[config.mk]
export PLATFORM = sky130hd
export DESIGN_NAME = universal_shift_register
export DESIGN_NICKNAME = d
export VERILOG_FILES = /design/src/rtl/universal_shift_register.sv
export SDC_FILE = /design/constraint.sdc
export NUM_CORES = 1
export LEC_CHECK = 0
export CORE_MARGIN = 1.5
export CORE_UTILIZATION = 43
export CTS_CLUSTER_SIZE = 10
export DETAILED_ROUTE_END_ITERATION = 8
export HOLD_SLACK_MARGIN = 0.06
export PLACE_DENSITY = 0.74
export SLEW_MARGIN = 20
export SYNTH_ARGS = -nofsm -noshare
export SYNTH_HDL_FRONTEND = slang
export SYNTH_SLANG_ARGS = --single-unit
[constraint.sdc]
create_clock -name clk -period 1.6 [get_ports clk]
set_clock_uncertainty 0.1 [all_clocks]
set_input_delay 0.24 -clock clk [delete_from_list [all_inputs] [get_ports clk]]
set_output_delay 0.24 -clock clk [all_outputs]
set_load 0.005 [all_outputs]
[src/rtl/universal_shift_register.sv]
// Universal shift register: parallel load plus multi-step shift/rotate
// operations sequenced by a two-state FSM with a done pulse.
module universal_shift_register #(
    parameter int WIDTH = 8,
    parameter int AMT_W = $clog2(WIDTH) + 1
) (
    input  logic             clk,
    input  logic             rst,
    input  logic             load,
    input  logic [WIDTH-1:0] din,
    input  logic             start,
    input  logic [2:0]       mode,
    input  logic [AMT_W-1:0] amt,
    input  logic             sin,
    output logic [WIDTH-1:0] q,
    output logic             sout,
    output logic             busy,
    output logic             done
);

    typedef enum logic {
        IDLE  = 1'b0,
        SHIFT = 1'b1
    } state_t;

    state_t           state;
    state_t           state_nx;
    logic [AMT_W-1:0] cnt;
    logic [2:0]       mode_r;
    logic [WIDTH-1:0] q_nx;
    logic             sout_nx;
    logic             last;

    assign last = (cnt == AMT_W'(1));

    always_ff @(posedge clk or negedge rst) begin
        if (!rst) state <= IDLE;
        else      state <= state_nx;
    end

    always_comb begin
        state_nx = state;
        unique case (state)
            IDLE: begin
                if (!load && start && amt != '0)
                    state_nx = SHIFT;
            end
            SHIFT: begin
                if (last)
                    state_nx = IDLE;
            end
        endcase
    end

    assign busy = (state == SHIFT);

    // One step of the latched operation; mode 111 leaves everything as is.
    always_comb begin
        q_nx    = q;
        sout_nx = sout;
        unique case (mode_r)
            3'b000: begin
                q_nx    = {q[WIDTH-2:0], sin};
                sout_nx = q[WIDTH-1];
            end
            3'b001: begin
                q_nx    = {sin, q[WIDTH-1:1]};
                sout_nx = q[0];
            end
            3'b010: begin
                q_nx    = {q[WIDTH-2:0], q[WIDTH-1]};
                sout_nx = q[WIDTH-1];
            end
            3'b011: begin
                q_nx    = {q[0], q[WIDTH-1:1]};
                sout_nx = q[0];
            end
            3'b100: begin
                q_nx    = {q[WIDTH-1], q[WIDTH-1:1]};
                sout_nx = q[0];
            end
            3'b101: begin
                q_nx    = {q[WIDTH-2:0], 1'b0};
                sout_nx = q[WIDTH-1];
            end
            3'b110: begin
                q_nx    = {1'b0, q[WIDTH-1:1]};
                sout_nx = q[0];
            end
            default: begin
                q_nx    = q;
                sout_nx = sout;
            end
        endcase
    end

    always_ff @(posedge clk or negedge rst) begin
        if (!rst) begin
            q      <= '0;
            sout   <= 1'b0;
            done   <= 1'b0;
            cnt    <= '0;
            mode_r <= 3'b000;
        end else begin
            done <= 1'b0;
            unique case (state)
                IDLE: begin
                    if (load) begin
                        q <= din;
                    end else if (start) begin
                        mode_r <= mode;
                        cnt    <= amt;
                        if (amt == '0)
                            done <= 1'b1;
                    end
                end
                SHIFT: begin
                    q    <= q_nx;
                    sout <= sout_nx;
                    if (cnt != '0)
                        cnt <= cnt - AMT_W'(1);
                    if (last)
                        done <= 1'b1;
                end
            endcase
        end
    end

endmodule

# Yosys cells after proc, flatten, opt, wreduce, memory -nomap -nowiden
# Index checks and enable logic that the tools add are counted.
totals:
  inputBits: 20
  latchBits: 0
  word_cells: 55
  ram_bits: 0
  mem_bits_ro: 0
  reg_bits: 18
  output_inout_bits: 11
  mem_count: 0
classes:
  eq_ne: 14
  multipliers: 0
  n_reduce_logical: 15
  n_addsub: 1
  mux: 16
  div_mod_pow: 0
  magnitude_cmp: 0
  shifts: 0
  bitwise_logic: 2
ops:
  columns: ["op", "n"]
  rows:
  - ["$pmux 8 s7", 1]
  - ["$pmux 8 s2", 1]
  - ["$mux 4", 3]
  - ["$eq 3x3->1 const B", 3]
  - ["$reduce_and 3->1", 3]
  - ["$mux 8", 1]
  - ["$ne 2x2->1 const B", 4]
  - ["$ne 8x1->1 const B", 1]
  - ["$pmux 4 s2", 1]
  - ["$reduce_bool 4->1", 2]
  - ["$ne 7x1->1 const B", 1]
  - ["$eq 3x2->1 const B", 2]
  - ["$mux 1", 6]
  - ["$pmux 1 s2", 3]
  - ["$eq 4x1->1 const B", 1]
  - ["$logic_not 4->1", 1]
  - ["$reduce_and 2->1", 2]
  - ["$reduce_or 4->1", 1]
  - ["$sub 4x1->4 const B", 1]
  - ["$eq 3x1->1 const B", 1]
  - ["$logic_not 3->1", 1]
  - ["$reduce_or 3->1", 1]
  - ["$logic_and 1x1->1", 2]
  - ["$ne 2x1->1 const B", 1]
  - ["3 further kinds", 4]

# Longest topological paths before layout
# Gate-level depths: netlist of run 1.
depth:
  ltp_word: 5
  ltp_mapped: 6
  depth_no_buf: 6

# Worst setup path before layout of run 1
# No wires, ideal clock.
synth_timing:
  path_type: "flip-flop to flip-flop"
  from: "register cnt[0]"
  to: "register cnt[2]"
  n_path_buf: 0
  setup_slack_ps: -40
  required_time_ps: 1396
  setup_ps: 104
  arrival_time_ps: 1436
  period_less_slack_ps: 1640
  stages_incl_launch_ff: 7
  path_cell_list: "dfrtp_1 -> inv_1 -> ha_1 -> or3b_4 -> a21oi_4 -> nor3_1 -> a221oi_1"
synth_between:
  elab_chain_cells: 3
  elab_cells_between_ends: 6
  cone_classes: "1 x add/sub; 1 x eq/ne; 2 x mux; 2 x reduce/logical"
synth_lines:
  columns: ["element", "line_no", "rtl"]
  rows:
  - ["from (decl)", "28", "logic [AMT_W-1:0] cnt;"]
  - ["from (signal assigned)", "112", "cnt <= amt;"]
  - ["from (signal assigned)", "121", "cnt <= cnt - AMT_W'(1);"]
  - ["$sub 4x1->4 / $reduce_bool 4->1 (equally long branches)", "121, 120", null]
  - ["$mux 4 / $ne 2x1->1 (equally long branches)", null, null]
  - ["$pmux 4 s2 / $reduce_and 3->1 (equally long branches)", null, null]
# Several ways; a longest one is shown, not always the timed one. The select of a mux whose other input is x is not followed.
# A chain may end at the register's enable or synchronous reset.

# Final worst setup path of run 1
layout_timing:
  from: "register cnt[1]"
  to: "register cnt[2]"
# Same word-level chain as after synthesis.

==> results of run 1 <==
[cells in the mapped netlist (2+ instances only)]
cell type | n | area (um^2)
dfrtp_1 | 18 | 450
nand2_1 | 12 | 45.0
nor2_1 | 11 | 41.3
mux2i_1 | 8 | 80.1
a21o_1 | 6 | 45.0
inv_1 | 6 | 22.5
a21oi_1 | 5 | 25.0
buf_6 | 4 | 45.0
a211oi_1 | 3 | 22.5
a211oi_2 | 3 | 37.5
ha_1 | 3 | 37.5
nor3_1 | 3 | 15.0
o21ai_1 | 3 | 15.0
a221oi_1 | 2 | 17.5
a31oi_1 | 2 | 12.5
mux2_2 | 2 | 22.5
nand3_1 | 2 | 10.0
nor2b_1 | 2 | 12.5
o21ai_0 | 2 | 10.0
[timing repair]
action,4_1_cts,5_1_grt
pin swaps,1,2
resized for setup,5,11
hold buffers,0,0
cloned,0,1
setup buffers,6,7
setup endpoints to repair,10,17
[layer usage]
| layer | track usage, % | part of all wire (%) |
|---|---|---|
| met1 | 28.5 | 45 |
| met2 | 33.3 | 50 |
| met3 | 3.98 | 2.9 |
| met4 | 7.67 | 1.2 |
| met5 | 0 | 0 |
[area by class of cell]
type	count	area, um^2
clock buffer	4	36.3
fill	184	712
inverter	6	22.5
multi-input combinational	88	699
sequential	18	457
tap	30	37.5
timing repair buffer	66	581
[worst reg2reg max path, stage by stage (launching register included)]
cell      delay (ns)
dfrtp_1         0.40
inv_2           0.09
ha_4            0.13
or3b_4          0.39
a21oi_4         0.16
nor3_1          0.06
a221oi_1        0.25
[registers in the layout (all words and copies together), names as in the netlist]
name,cells
mode_r,3
q,8
sout,1
done,1
busy,1
cnt,4
[placed cells by master, fill, tap and decap left out, drive strengths merged, types with 3 or more instances in the layout]
cell type,Yosys,final
ha,3,3
mux2i,8,8
a211oi,6,6
dlymetal6s2s,0,4
clkbuf,1,4
nor3,3,3
dfrtp,18,18
inv,6,6
o21ai,6,6
a21oi,6,6
nand2,12,12
mux2,4,5
nor2,11,11
a21o,6,6
clkdlybuf4s50,0,26
buf,5,36
[logic make-up (layout without fill, tap and decap cells)]
family	Yosys count	count (layout)	share of synthesized area [%]
xor gates and xnor gates	2	2	3.06
and+or+nand+nor	37	37	16.3
DFF	18	18	38.0
muxes	13	14	12.8
buffers and inverters	12	76	6.44
AOI/OAI and AO/OA	32	32	20.3
adders and majority gates	3	3	3.17
[power groups by stage]
stage	logic, mW	registers [mW]	clock network [mW]
after floorplan	1.47	0.905	0
after global placement	2.11	0.996	0
after detailed placement	2.18	1.01	0
after CTS	2.39	0.963	0.285
after global routing	2.84	0.978	0.305
final	2.61	0.951	0.279
[final timing paths]
check	cells past startpoint	slack [ns]	from	end
setup / recovery	6	-0.08	cnt[1]	cnt[2]
hold / removal	2	0.16	rst	q[7]
setup reg to reg	6	-0.08	cnt[1]	cnt[2]
hold reg to reg	1	0.42	sout	sout
max in group asynchronous	2	1.04	rst	busy
min in group clk	3	0.36	mode[2]	mode_r[2]
==> results_dict.tcl, run 1 <==
set metrics [dict create \
    cts_buffers 3 \
    detail_route.first_pass.iterations 4 \
    critPathMaxFanout 4 \
    grtUsageTotal_pct 21.0 \
    setup_viol 2 \
    cts_sinks 18 \
    slew_headroom_pct 76.6 \
    layout.cells.non_filler 212 \
    clkPwrFrac_pct 7.3 \
    switching_share_pct 38.5 \
    async_reset_ff_share_pct 100 \
    max_clock_freq_ghz 0.596 \
    synth_enable_flop_cells 0 \
    p_seq_share_pct 24.8 \
    vias 1146 \
    layout_setup_ws_ns -0.0780 \
    antenna_found_initial 0 \
    path_clk_slew_ns 0.11 \
    violations "negative setup slack" \
    final_hold_viol_count 0 \
    dp_slack_ns -0.127 \
    syn_avg_cell_area_um2 10.1 \
    worstSetupPathType "reg2reg" \
    final_area_mm2 0.00183 \
    rows 18 \
    ant_nets 0 \
    slew_violations 0 \
    routabilityCongestion 0.901 \
    grt_pass1_wl_um 5110 \
    cts_root_buf "clkbuf_4" \
    start_kind "flip-flop" \
    fin_tns_setup_ns -0.0976 \
    diodes 0 \
    synth.distinct_cells 39 \
    die_area_mm2 0.00308 \
    synth_seq_area_share_pct 38.0 \
    required_ns 1.68 \
    cp.arrival_ns 1.76 \
    floorplan.die.height_um 55.5 \
    synth_ff_type "dfrtp_1" \
    overflow 0 \
    leakage_nw 0.867 \
    powerDensity_mw_per_mm2 2100 \
    path_buf_inv 1 \
    crit_chain "inv_2 -> ha_4 -> or3b_4 -> a21oi_4 -> nor3_1 -> a221oi_1" \
    area_delta_synth_final_pct 54.7 \
    ios 31 \
    port_buffers 30 \
    grt_max_degree 19 \
    cp-end-kind "flip-flop" \
    synth_cells 117 \
    drc 0 \
    htreeDepth 1 \
    place_inst 194 \
    rsz0062_at_grt "yes" \
    finish.utilization_pct 72.0 \
    cts_tree "yes" \
    power.share.combinational_pct 68.0 \
    die_w_um 55.5 \
    p_int_mw 2.36 \
    wl_um 3210 \
    clk_path_buf_depth 2 \
    status "finished, violations left" \
    synth-warning-count 0 \
    core_area_mm2 0.00254 \
    slowest_delay_ns 0.40 \
    fin_nets 206 \
    min_period_ns 1.68 \
    cp_top_family "simple AND/OR/NAND/NOR gates" \
    holdCritPathClass "in2async" \
    slowest_stage "dfrtp_1" \
    tightest_slew_ns 0.350 \
    hpwl_um 2240 \
    ir_drop_uv 1440 \
    period_share_pct 105 \
    routedWlPerCell_um 15.1 \
    placed_cell_area_mm2 0.00164 \
    p_sw_mw 1.48 \
    hold_slack_ns 0.155 \
    syn_area_mm2 0.00118 \
    ys_ff_latch 18 \
    grt_pass1_vias 1061 \
    cap_violations 0 \
    clock_latency_ns 0.30 \
    drtIter0Drc 35 \
    fin_total_pwr_mw 3.84 \
    syn_nets 140 \
    layout-drive-gt1-share_pct 36.3 \
    start_util_pct 46.6 \
    via_per_inst 5.41 \
]
Power figures use the tool's default switching activity.
==> run 2, diff against run 1 <==
--- a/config.mk
+++ b/config.mk
@@ -15,3 +15,4 @@
 export SYNTH_ARGS = -nofsm -noshare
 export SYNTH_HDL_FRONTEND = slang
 export SYNTH_SLANG_ARGS = --single-unit
+export TNS_END_PERCENT = 30
==> results_dict.tcl, run 2 (synthesized netlist as in run 1, its figures left out) <==
set metrics [dict create \
    layout_setup_ws_ns -0.0410 \
    cts_sinks 18 \
    slowest_delay_ns 0.40 \
    core_area_mm2 0.00254 \
    wl_um 3050 \
    port_buffers 30 \
    ios 31 \
    largest_register_ffs 8 \
    grt_pass1_vias 1042 \
    grt_pass1_wl_um 5050 \
    holdCritPathClass "in2async" \
    layout-drive-gt1-share_pct 32.9 \
    hold_slack_ns 0.157 \
    reg.largest.list "q (8), cnt (4), mode_r (3)" \
    period_share_pct 103 \
    drtIter0Drc 21 \
    floorplan.die.height_um 55.5 \
    layout_commonest_cell "buf_4" \
    routedWlPerCell_um 15.0 \
    violations "negative setup slack" \
    required_ns 1.69 \
    fin_tns_setup_ns -0.0611 \
    min_period_ns 1.64 \
    cap_violations 0 \
    area_delta_synth_final_pct 49.1 \
    layout.cells.non_filler 203 \
    cts_tree "yes" \
    mostFrequentLayoutCells "27 x buf_4, 21 x clkdlybuf4s50_1, 13 x dfrtp_1" \
    critPathMaxFanout 4 \
    clock_latency_ns 0.30 \
    slew_headroom_pct 78.2 \
    die_w_um 55.5 \
    powerDensity_mw_per_mm2 2050 \
    max_clock_freq_ghz 0.609 \
    slew_violations 0 \
    ir_drop_uv 1250 \
    grtUsageTotal_pct 20.8 \
    antenna_found_initial 0 \
    cts_buffers 3 \
    diodes 0 \
    ant_nets 0 \
    rows 18 \
    hpwl_um 2240 \
    start_util_pct 46.6 \
    worstSetupPathType "reg2reg" \
    drc 0 \
    place_inst 194 \
    status "finished, violations left" \
    rsz0062_at_grt "yes" \
    finish.utilization_pct 69.4 \
    start_kind "flip-flop" \
    die_area_mm2 0.00308 \
    cts_root_buf "clkbuf_4" \
    fin_nets 197 \
    crit_chain "inv_2 -> ha_4 -> or3b_4 -> a21oi_4 -> nor3_1 -> a221oi_1" \
    vias 1105 \
    leakage_nw 0.846 \
    path_clk_slew_ns 0.10 \
    clk_path_buf_depth 2 \
    grt_max_degree 19 \
    htreeDepth 1 \
    path_buf_inv 1 \
    regMostFlops "q" \
    detail_route.first_pass.iterations 4 \
    tightest_slew_ns 0.327 \
    overflow 0 \
    via_per_inst 5.44 \
    cp_top_family "simple AND/OR/NAND/NOR gates" \
    cp.arrival_ns 1.73 \
    final_hold_viol_count 0 \
    cp-end-kind "flip-flop" \
    routabilityCongestion 0.901 \
    slowest_stage "dfrtp_1" \
    setup_viol 2 \
]
## run 2: changes by cell type in the layout (fill, tap and decap cells not counted)
cell / change
buf_4: -9
clkdlybuf4s50_1: -5
dlygate4sd2_1: +3
dlymetal6s2s_1: +2
## run 2: final cells by class
class / count / area (um^2)
clock buffer: 4 / 36.3
fill: 197 / 778
inverter: 6 / 22.5
multi-input combinational: 88 / 699
sequential: 18 / 457
tap: 30 / 37.5
timing repair buffer: 57 / 514
## run 2: per-stage QoR
step | setup WS (ns) | area, um^2 | power, mW
3_3_place_gp | -0.103 | 1640 | 3.11
3_5_place_dp | -0.127 | 1640 | 3.19
2_1_floorplan | 0.0135 | 1180 | 2.38
4_1_cts | -0.0589 | 1710 | 3.54
6_report | -0.0410 | 1770 | 3.63
5_1_grt | -0.0929 | 1770 | 3.92
## run 2: path summary, 6_finish.rpt
kind | from | endpoint | slack [ns] | depth (start not counted)
min in group clk | mode[0] | mode_r[0] | 0.37 | 3
worst min-delay path | rst | q[7] | 0.16 | 2
worst max-delay path | cnt[1] | cnt[2] | -0.04 | 6
worst min register to register | sout | sout | 0.42 | 1
worst max register to register | cnt[1] | cnt[2] | -0.04 | 6
max in group asynchronous | rst | mode_r[2] | 1.04 | 2
## run 2: per-layer routing
metal / vias to the layer above / global-route usage, % / part of all wire [%]
met5: - / 0 / 0
met3: 2 / 3.98 / 2.8
met2: 22 / 32.8 / 51
met1: 538 / 28.4 / 46
li1: 543 / - / -
met4: 0 / 7.67 / 0.66
## run 2: what timing repair did
action | 4_1_cts | 5_1_grt
pin swaps | 1 | 2
gates cloned | 0 | 1
gates resized for setup | 8 | 13
setup buffers | 3 | 1
hold buffers | 0 | 0
setup endpoints to repair | 10 | 17
## run 2: where the power goes
part	internal [mW]	switching [mW]	leakage, nW
logic	1.35	0.993	0.615
clock network	0.139	0.138	0.0210
registers	0.708	0.295	0.210
total	2.20	1.43	0.846
